**src/rtl/instr_sequencer_pkg.sv**
```systemverilog
// Shared types and opcode constants for the instruction sequencer.
// Used by the sequencer FSM and by anything that decodes the opcode field.
package seq_pkg;

   typedef enum logic [2:0] {
      IDLE,
      FETCH,
      LOAD,
      START,
      WAIT_LO,
      WAIT_HI,
      DONE,
      ERROR
   } state_t;

   localparam logic [2:0] HALT_OP = 3'b111;
   localparam int         OPC_MSB = 15;
   localparam int         OPC_LSB = 13;

   function automatic logic is_halt(input logic [15:0] instr);
      return instr[OPC_MSB:OPC_LSB] == HALT_OP;
   endfunction

endpackage

```
**src/rtl/instr_sequencer_if.sv**
```systemverilog
// Handshake bundle between the sequencer (master) and the cpu (slave).
interface instr_sequencer_if;

   logic [15:0] cpu_in;
   logic        cpu_load;
   logic        cpu_s;
   logic        cpu_w;
   logic        cpu_N;
   logic        cpu_V;
   logic        cpu_Z;

   modport master (
      output cpu_in, cpu_load, cpu_s,
      input  cpu_w, cpu_N, cpu_V, cpu_Z
   );

   modport slave (
      input  cpu_in, cpu_load, cpu_s,
      output cpu_w, cpu_N, cpu_V, cpu_Z
   );

endinterface

```
**src/rtl/instr_sequencer_prog_mem.sv**
```systemverilog
// Program store: DEPTH x 16 RAM, synchronous write, registered read.
// Deliberately has no reset so a program survives a sequencer reset.
module prog_mem #(
   parameter int AW = 4
) (
   input  logic          clk,
   input  logic          we,
   input  logic [AW-1:0] waddr,
   input  logic [15:0]   wdata,
   input  logic [AW-1:0] raddr,
   output logic [15:0]   rdata
);

   logic [15:0] mem [2**AW];

   always_ff @(posedge clk) begin
      if (we) mem[waddr] <= wdata;
      rdata <= mem[raddr];
   end

endmodule

```
**src/rtl/instr_sequencer.sv**
```systemverilog
// Feeds a stored program to the cpu one instruction at a time using the
// load / start / wait handshake, with a per-instruction watchdog.
//
// state   | meaning
// --------+----------------------------------------------------------
// IDLE    | waiting for go after reset
// FETCH   | memory read issued at pc (or finish for a zero-length run)
// LOAD    | instruction arrives; present it and pulse cpu_load, or halt
// START   | pulse cpu_s, arm the watchdog
// WAIT_LO | waiting for cpu_w to drop (cpu accepted the start)
// WAIT_HI | waiting for cpu_w to rise (instruction complete)
// DONE    | run finished normally; done held until next go
// ERROR   | watchdog expired; timeout_err held until next go
module instr_sequencer
   import seq_pkg::*;
#(
   parameter int AW      = 4,
   parameter int TIMEOUT = 64
) (
   input  logic                clk,
   input  logic                reset,
   input  logic                prog_we,
   input  logic [AW-1:0]       prog_addr,
   input  logic [15:0]         prog_wdata,
   input  logic [AW:0]         prog_len,
   input  logic                go,
   instr_sequencer_if.master   cpu,
   output logic [AW-1:0]       pc,
   output logic                busy,
   output logic                done,
   output logic                timeout_err,
   output logic [2:0]          last_flags,
   output logic [AW:0]         instr_count
);

   localparam int CW = AW + 1;
   localparam int WW = $clog2(TIMEOUT + 1);

   state_t          state;
   logic [AW:0]     len;
   logic [WW-1:0]   wdog;
   logic [15:0]     rdata;
   logic [AW:0]     count_nxt;

   assign count_nxt = instr_count + CW'(1);

   prog_mem #(.AW(AW)) u_prog_mem (
      .clk   (clk),
      .we    (prog_we && !busy),
      .waddr (prog_addr),
      .wdata (prog_wdata),
      .raddr (pc),
      .rdata (rdata)
   );

   always_ff @(posedge clk) begin
      if (!reset) begin
         state        <= IDLE;
         pc           <= '0;
         len          <= '0;
         instr_count  <= '0;
         last_flags   <= '0;
         wdog         <= '0;
         cpu.cpu_in   <= '0;
         cpu.cpu_load <= 1'b0;
         cpu.cpu_s    <= 1'b0;
         busy         <= 1'b0;
         done         <= 1'b0;
         timeout_err  <= 1'b0;
      end else begin
         cpu.cpu_load <= 1'b0;
         cpu.cpu_s    <= 1'b0;
         case (state)
            IDLE, DONE, ERROR: begin
               if (go) begin
                  len         <= prog_len;
                  pc          <= '0;
                  instr_count <= '0;
                  done        <= 1'b0;
                  timeout_err <= 1'b0;
                  busy        <= 1'b1;
                  state       <= FETCH;
               end
            end
            FETCH: begin
               if (len == '0) begin
                  done  <= 1'b1;
                  busy  <= 1'b0;
                  state <= DONE;
               end else begin
                  state <= LOAD;
               end
            end
            LOAD: begin
               cpu.cpu_in <= rdata;
               if (is_halt(rdata)) begin
                  done  <= 1'b1;
                  busy  <= 1'b0;
                  state <= DONE;
               end else begin
                  cpu.cpu_load <= 1'b1;
                  state        <= START;
               end
            end
            START: begin
               cpu.cpu_s <= 1'b1;
               wdog      <= WW'(TIMEOUT - 1);
               state     <= WAIT_LO;
            end
            // Handshake progress wins over the watchdog in the same cycle.
            WAIT_LO: begin
               if (!cpu.cpu_w) begin
                  state <= WAIT_HI;
               end else if (wdog == '0) begin
                  timeout_err <= 1'b1;
                  busy        <= 1'b0;
                  state       <= ERROR;
               end
               if (wdog != '0) wdog <= wdog - WW'(1);
            end
            WAIT_HI: begin
               if (cpu.cpu_w) begin
                  last_flags  <= {cpu.cpu_N, cpu.cpu_V, cpu.cpu_Z};
                  instr_count <= count_nxt;
                  pc          <= pc + AW'(1);
                  if (count_nxt == len) begin
                     done  <= 1'b1;
                     busy  <= 1'b0;
                     state <= DONE;
                  end else begin
                     state <= FETCH;
                  end
               end else if (wdog == '0) begin
                  timeout_err <= 1'b1;
                  busy        <= 1'b0;
                  state       <= ERROR;
               end
               if (wdog != '0) wdog <= wdog - WW'(1);
            end
            default: state <= IDLE;
         endcase
      end
   end

endmodule

```
**src/flat_wrapper.sv**
```systemverilog
// flat-port wrapper written by rule: the top's interface ports become plain ports
module instr_sequencer_flat import seq_pkg::*;
#(
   parameter int AW      = 4,
   parameter int TIMEOUT = 64
)
  (clk, reset, prog_we, prog_addr, prog_wdata, prog_len, go, pc, busy, done, timeout_err, last_flags, instr_count, cpu_cpu_in, cpu_cpu_load, cpu_cpu_s, cpu_cpu_w, cpu_cpu_N, cpu_cpu_V, cpu_cpu_Z);
  instr_sequencer_if cpu_i ();
  input  logic clk;
  input  logic reset;
  input  logic prog_we;
  input  logic [AW-1:0] prog_addr;
  input  logic [15:0] prog_wdata;
  input  logic [AW:0] prog_len;
  input  logic go;
  output logic [AW-1:0] pc;
  output logic busy;
  output logic done;
  output logic timeout_err;
  output logic [2:0] last_flags;
  output logic [AW:0] instr_count;
  output wire logic [$bits(cpu_i.cpu_in)-1:0] cpu_cpu_in;
  output wire logic [$bits(cpu_i.cpu_load)-1:0] cpu_cpu_load;
  output wire logic [$bits(cpu_i.cpu_s)-1:0] cpu_cpu_s;
  input wire logic [$bits(cpu_i.cpu_w)-1:0] cpu_cpu_w;
  input wire logic [$bits(cpu_i.cpu_N)-1:0] cpu_cpu_N;
  input wire logic [$bits(cpu_i.cpu_V)-1:0] cpu_cpu_V;
  input wire logic [$bits(cpu_i.cpu_Z)-1:0] cpu_cpu_Z;
  assign cpu_cpu_in = cpu_i.cpu_in;
  assign cpu_cpu_load = cpu_i.cpu_load;
  assign cpu_cpu_s = cpu_i.cpu_s;
  assign cpu_i.cpu_w = cpu_cpu_w;
  assign cpu_i.cpu_N = cpu_cpu_N;
  assign cpu_i.cpu_V = cpu_cpu_V;
  assign cpu_i.cpu_Z = cpu_cpu_Z;
  instr_sequencer #(.AW(AW), .TIMEOUT(TIMEOUT)) u_core (.clk(clk), .reset(reset), .prog_we(prog_we), .prog_addr(prog_addr), .prog_wdata(prog_wdata), .prog_len(prog_len), .go(go), .cpu(cpu_i), .pc(pc), .busy(busy), .done(done), .timeout_err(timeout_err), .last_flags(last_flags), .instr_count(instr_count));
endmodule
```
**config.mk**
```make
export PLATFORM = sky130hd
export DESIGN_NAME = instr_sequencer_flat
export DESIGN_NICKNAME = d
export VERILOG_FILES = /design/src/rtl/instr_sequencer_pkg.sv /design/src/rtl/instr_sequencer_if.sv /design/src/rtl/instr_sequencer_prog_mem.sv /design/src/rtl/instr_sequencer.sv /design/src/flat_wrapper.sv
export SDC_FILE = /design/constraint.sdc
export NUM_CORES = 1
export LEC_CHECK = 0
export CAP_MARGIN = 15
export CORE_MARGIN = 2
export CORE_UTILIZATION = 55
export CTS_CLUSTER_DIAMETER = 30
export DETAILED_ROUTE_END_ITERATION = 12
export GPL_TIMING_DRIVEN = 0
export PLACE_DENSITY = 0.83
export REMOVE_ABC_BUFFERS = 1
export SYNTH_ARGS = -nofsm -noshare
export SYNTH_HDL_FRONTEND = slang
export SYNTH_SLANG_ARGS = --single-unit
```
**constraint.sdc**
```tcl
create_clock -name clk -period 5.7 [get_ports clk]
set_clock_uncertainty 0.1 [all_clocks]
set_input_delay 1.14 -clock clk [delete_from_list [all_inputs] [get_ports clk]]
set_output_delay 1.14 -clock clk [all_outputs]
set_load 0.005 [all_outputs]
```
==> metrics.md, run 1 <==
| Metric | Value |
|---|---|
| Status | finished clean |
| Hold depth | 2 |
| Final nets | 815 |
| Top post-synthesis cells by count | edfxtp_1 (256), mux4_2 (74), dfxtp_1 (64), nand2_1 (58), nor2_1 (39) |
| TritonCTS Sinks | 320 |
| Asr flop ratio synth | 0% |
| FMAX | around 290 MHz |
| Kind of critical path | reg -> out |
| Slew @ Worst Pin | between 1 and 1.5 ns |
| First-pass DRT Iterations | 5 |
| Tmin final | 3.49 ns |
| Final wirelength | 28500 um |
| DIE HEIGHT | 153 um |
| R2R setup slack | approximately 3.3 ns |
| RePlAce Congestion | about 0.9 |
| Post-CTS Resized | 0 |
| GRT overflow | 0 |
| Cell Rows | 54 |
| Pins Over Slew Limit | 0 |
| Iteration-0 DRC Markers | around 590 |
| Count leader, synth | edfxtp_1 |
| Max-cap violations | 0 |
| Hold WC Path Type | reg -> reg |
| TritonCTS buffer count | 50 |
| Bufs on Longest Clock Path | 3 |
| Share of layout cells above drive strength 1 | 25.1% |
| First-pass GRT wire length | approximately 42000 um |
| Pwr per Cell Area | between 400 and 500 nW/um^2 |
| Total GRT Usage | around 24% |
| Final period util | 61.2% |
| Largest cells by area after synthesis | edfxtp_1 (63%), mux4_2 (14%), dfxtp_1 (10%) |
| Core footprint | 21900 um^2 |
| Clock root buffer | clkbuf_16 |
| Setup Buffers After CTS | 0 |
| Via density | between 6 and 7 |
| Critical Path, Cell by Cell | clkdlybuf4s50_1 |
| Worst-skew pair later-pin latency | 0.55 ns |
| Startpoint Class | flop |
| Final Hold Violating Endpoints | 0 |
| P&R area growth vs syn | 25.0% |
| Sequential share of the synthesized area | between 70% and 80% |
| CP Capture Type | primary output |
| Leakage power | 4.99 nW |
| Hpwl dp | 16700 um |
| Worst-case hold path end point | u_core.cpu.cpu_in[11] |
| Worst Path Required | between 4 and 5 ns |
| Reg2Reg Launch Point | u_core.pc[0] |
| Synth cell types | 50 |
| Cells on worst reg2reg path | 3 |
| Antenna violations before repair | 0 |
| Syn avg cell area | between 15 and 20 um^2 |
| Critical Path AT | around 2.3 ns |
| Largest net degree at the start of global routing | 69 |
| Final setup fails | 0 |
| Antenna fix cells | 0 |
| CTS tree | built |
| Post-synth EDFFs | 256 |
| Fill count | 1324 |
| Hold_buf cts | 0 |
| Yosys reg bits | 320 |
| H-tree depth | 2 |
| Buf/Inv on CP | 1 |
| CP top delay family | flip-flops |
| Yosys warnings | 0 |
| Vias in the first global route | 6989 |
| Worst R2R End | u_core.u_prog_mem.rdata[2] |
| Hold Crit Start | u_core.u_prog_mem.rdata[11] |
| CP peak stage delay | between 0.9 and 1 ns |
| Worst-path fanout max | ~70 |
| Cell depth of the worst setup path | 1 |
| Pwr Total | between 0.006 and 0.007 W |
| IO Pins | between 60 and 70 |
| Synth Instances | approximately 670 |
| Area share of the largest cell type after synthesis | ~63% |
| Post-DRT Antenna Nets | 0 |
| Clock-pin slew on the worst setup and hold paths | approximately 0.050 ns |
| DRC | 0 |
| Initial Util | between 50% and 60% |
| Top_reg_cell synth | edfxtp_1 |
| RSZ-0062 raised after global routing | false |
| Largest area contributor in the netlist | edfxtp_1 |
| WHS | approximately 0.34 ns |
| Post-Route Utilization | 70.1% |
| Die X | about 150 um |
| Max stage delay cell, worst path | dfxtp_4 |
| Peak supply drop | around 340 uV |
| Slew HR | between 20% and 30% |
| Netlist Area Pre-Place | roughly 12000 um^2 |
| Wire length per cell | around 26 um |
| Buffers on Ports | 65 |
| DIE AREA | ~24000 um^2 |
| Vias | ~6.9k |
## kinds of logic (layout without fill, tap and decap cells)
kind of cell | after synthesis | after routing | synth area share (%)
AOI/OAI and AO/OA | 63 | 63 | 3.00
and+or+nand+nor | 147 | 147 | 5.61
xor gates and xnor gates | 12 | 12 | 0.856
adders and majority gates | 3 | 3 | 0.306
DFF | 320 | 320 | 73.1
buffers and inverters | 40 | 186 | 1.74
muxes | 87 | 87 | 15.4
## metrics by stage
stage / worst slack, ns / instances / setup TNS [ns] / instance area (um^2)
final: 2.21 / 1098 / 0 / 15300
after global routing: 2.11 / 1098 / 0 / 15300
after CTS: 1.98 / 1097 / 0 / 15300
after detailed placement: 2.18 / 1006 / 0 / 13600
after global placement: -0.142 / 983 / -0.142 / 13100
after floorplan: 1.58 / 638 / 0 / 12100
## layout make-up
| class | instances | area, um^2 | share of cell area [%] |
|---|---|---|---|
| clock buffer | 53 | 1280 | 8.36 |
| clock inverter | 38 | 485 | 3.16 |
| inverter | 6 | 22.5 | 0.147 |
| multi-input combinational | 312 | 3150 | 20.5 |
| sequential | 320 | 8980 | 58.5 |
| tap | 280 | 350 | 2.28 |
| timing repair buffer | 89 | 1080 | 7.02 |
## state kept, by name, indices dropped and copies added, names as in the netlist
| register | count |
|---|---|
| u_core.done | 1 |
| u_core.last_flags | 3 |
| u_core.instr_count | 5 |
| u_core.cpu.cpu_in | 16 |
| u_core.busy | 1 |
| u_core.cpu.cpu_load | 1 |
| u_core.cpu.cpu_s | 1 |
| u_core.wdog | 7 |
| u_core.u_prog_mem.mem | 256 |
| u_core.state | 3 |
| u_core.len | 5 |
| u_core.u_prog_mem.rdata | 16 |
| u_core.pc | 4 |
| u_core.timeout_err | 1 |
## routing by layer
metal  GRT usage, %  vias up  part of all wire, %
met2           40.2      385                   50
met3           5.81       70                  8.7
li1               -     2902                    -
met4           8.21        0                  2.5
met5              0        -                    0
met1           32.4     3498                   39
## worst max-delay path by stage
stage / slack (ns) / start / endpoint
after CTS: 1.98 / u_core.pc[2] / pc[2]
after global routing: 2.11 / u_core.pc[0] / pc[0]
final: 2.21 / u_core.pc[1] / pc[1]
after detailed placement: 2.18 / prog_we / u_core.u_prog_mem.mem[4][6]
after floorplan: 1.58 / u_core.pc[0] / u_core.u_prog_mem.rdata[10]
after global placement: -0.14 / u_core.pc[0] / pc[0]
## where the power goes
part           leakage, nW  switching [W]  internal, W
Combinational         1.31       0.000375     0.000297
Sequential            2.84       0.000106      0.00263
Clock                0.847        0.00112      0.00203
Total                 4.99        0.00160      0.00495
## layout by cell type, fill, tap and decap left out, types with 11 or more instances in the layout
master             n
a21oi_1           38
mux4_2            74
nor2_1            27
edfxtp_1         256
clkdlybuf4s50_1   65
inv_6             11
nor2_2            12
clkbuf_16         51
nand2_1           58
dfxtp_1           61
No activity file was read; power rests on OpenSTA's default activity.
==> run 2, diff against run 1 <==
==> constraint.sdc (replaced) <==
create_clock -name clk -period 3.6 [get_ports clk]
set_clock_uncertainty 0.1 [all_clocks]
set_input_delay 0.72 -clock clk [delete_from_list [all_inputs] [get_ports clk]]
set_output_delay 0.72 -clock clk [all_outputs]
set_load 0.005 [all_outputs]
==> metrics.md, run 2 (synthesis results as in run 1) <==
| Metric | Value |
|---|---|
| CP top delay family | flip-flops |
| Die X | around 150 um |
| Setup Buffers After CTS | 0 |
| CP Capture Type | primary output |
| Final nets | around 800 |
| Worst-skew pair later-pin latency | approximately 0.55 ns |
| Pwr per Cell Area | between 600 and 700 nW/um^2 |
| Final wirelength | around 28000 um |
| Final Hold Violating Endpoints | 0 |
| Hold Crit Start | u_core.u_prog_mem.rdata[11] |
| CP peak stage delay | approximately 0.96 ns |
| Final period util | a little under nine tenths |
| Post-DRT Antenna Nets | 0 |
| Worst Path Required | about 2.8 ns |
| Bufs on Longest Clock Path | 3 |
| Buf/Inv on CP | 1 |
| Clock-pin slew on the worst setup and hold paths | about 0.050 ns |
| GRT overflow | 0 |
| Core footprint | 21900 um^2 |
| Final setup fails | 0 |
| P&R area growth vs syn | 25.0% |
| Clock root buffer | clkbuf_16 |
| First-pass DRT Iterations | 5 |
| DIE HEIGHT | between 150 and 200 um |
| Most frequent cells in the layout | edfxtp_1 (256), mux4_2 (74), clkdlybuf4s50_1 (65), dfxtp_1 (61), nand2_1 (58) |
| H-tree depth | 2 |
| Antenna violations before repair | 0 |
| Slew HR | 24.5% |
| Most common cell after layout, fill and taps aside | edfxtp_1 |
| Startpoint Class | flop |
| Vias | between 6k and 7k |
| Hold WC Path Type | reg -> reg |
| IO Pins | 66 |
| DIE AREA | ~24000 um^2 |
| Pwr Total | about 0.010 W |
| TritonCTS buffer count | 50 |
| Worst-path fanout max | between 60 and 70 |
| Max stage delay cell, worst path | dfxtp_4 |
| Cell Rows | 54 |
| Iteration-0 DRC Markers | 657 |
| Biggest regs | u_core.u_prog_mem.mem x256, u_core.cpu.cpu_in x16, u_core.u_prog_mem.rdata x16 |
| Via density | 6.23 |
| Total GRT Usage | 24.4% |
| RSZ-0062 raised after global routing | false |
| Post-CTS Resized | 0 |
| Tmin final | around 3 ns |
| Post-Route Utilization | between 70 and 80% |
| Hold_buf cts | 0 |
| Vias in the first global route | about 7.0k |
| CTS tree | built |
| Slew @ Worst Pin | approximately 1.1 ns |
| RePlAce Congestion | between 0.9 and 1 |
| First-pass GRT wire length | roughly 42000 um |
| Critical Path, Cell by Cell | clkdlybuf4s50_1 |
| Initial Util | between 50% and 60% |
| Kind of critical path | reg -> out |
| R2R setup slack | about 1.2 ns |
| Wire length per cell | roughly 26 um |
| Peak supply drop | 543 uV |
| Pins Over Slew Limit | 0 |
| Crit path from | u_core.pc[1] |
| Max-cap violations | 0 |
| Leakage power | 4.99 nW |
| Max reg flops | approximately 260 |
| Largest Register | u_core.u_prog_mem.mem |
| Largest net degree at the start of global routing | a little under 70 |
| TritonCTS Sinks | between 300 and 400 |
| Status | finished clean |
| Share of layout cells above drive strength 1 | about a quarter |
| Antenna fix cells | 0 |
| Hpwl dp | between 15000 and 20000 um |
| Buffers on Ports | 65 |
| Reg2Reg Launch Point | u_core.pc[0] |
| DRC | 0 |
| FMAX | roughly 330 MHz |
| Critical Path AT | 2.25 ns |
| Fill count | around 1.3k |
==> run 2: stage by stage <==
step,worst slack (ns),hold slack [ns],TNS [ns],cells,cell area [um^2]
2_1_floorplan,-0.521,0.317,-8.06,638,12100
5_1_grt,0.430,0.352,0,1098,15300
6_report,0.533,0.340,0,1098,15300
4_1_cts,0.300,0.341,0,1097,15300
3_3_place_gp,-1.82,0.320,-102.46,983,13100
3_5_place_dp,0.499,0.330,0,1006,13600
==> run 2: final cells by class <==
type | count | area, um^2 | area share (%)
sequential | 320 | 8980 | 58.5
tap | 280 | 350 | 2.28
clock buffer | 53 | 1280 | 8.36
timing repair buffer | 89 | 1080 | 7.02
clock inverter | 38 | 485 | 3.16
multi-input combinational | 312 | 3150 | 20.5
inverter | 6 | 22.5 | 0.147
==> run 2: power by group <==
| group | internal (W) | switching (W) |
|---|---|---|
| Combinational | 0.000470 | 0.000600 |
| Clock | 0.00321 | 0.00176 |
| Sequential | 0.00416 | 0.000165 |
==> run 2: worst paths after layout <==
path / to / depth (start not counted)
worst min register to register: u_core.cpu.cpu_in[11] / 2
worst max-delay path: pc[1] / 1
worst min-delay path: u_core.cpu.cpu_in[11] / 2
worst max register to register: u_core.u_prog_mem.rdata[2] / 3
==> run 2: worst min-delay path, stage by stage (launching register included) <==
cell     delay (ns)
dfxtp_1        0.29
nand2_1        0.05
a21oi_1        0.05
==> run 2: metal layers <==
metal	up-vias	track usage, %	wire length (um)	share of wire [%]
li1	2907	-	-	-
met1	3478	32.5	11000	39
met2	389	40.2	14200	50
met3	65	5.81	2600	9.1
met4	0	8.04	649	2.3
met5	-	0	0	0
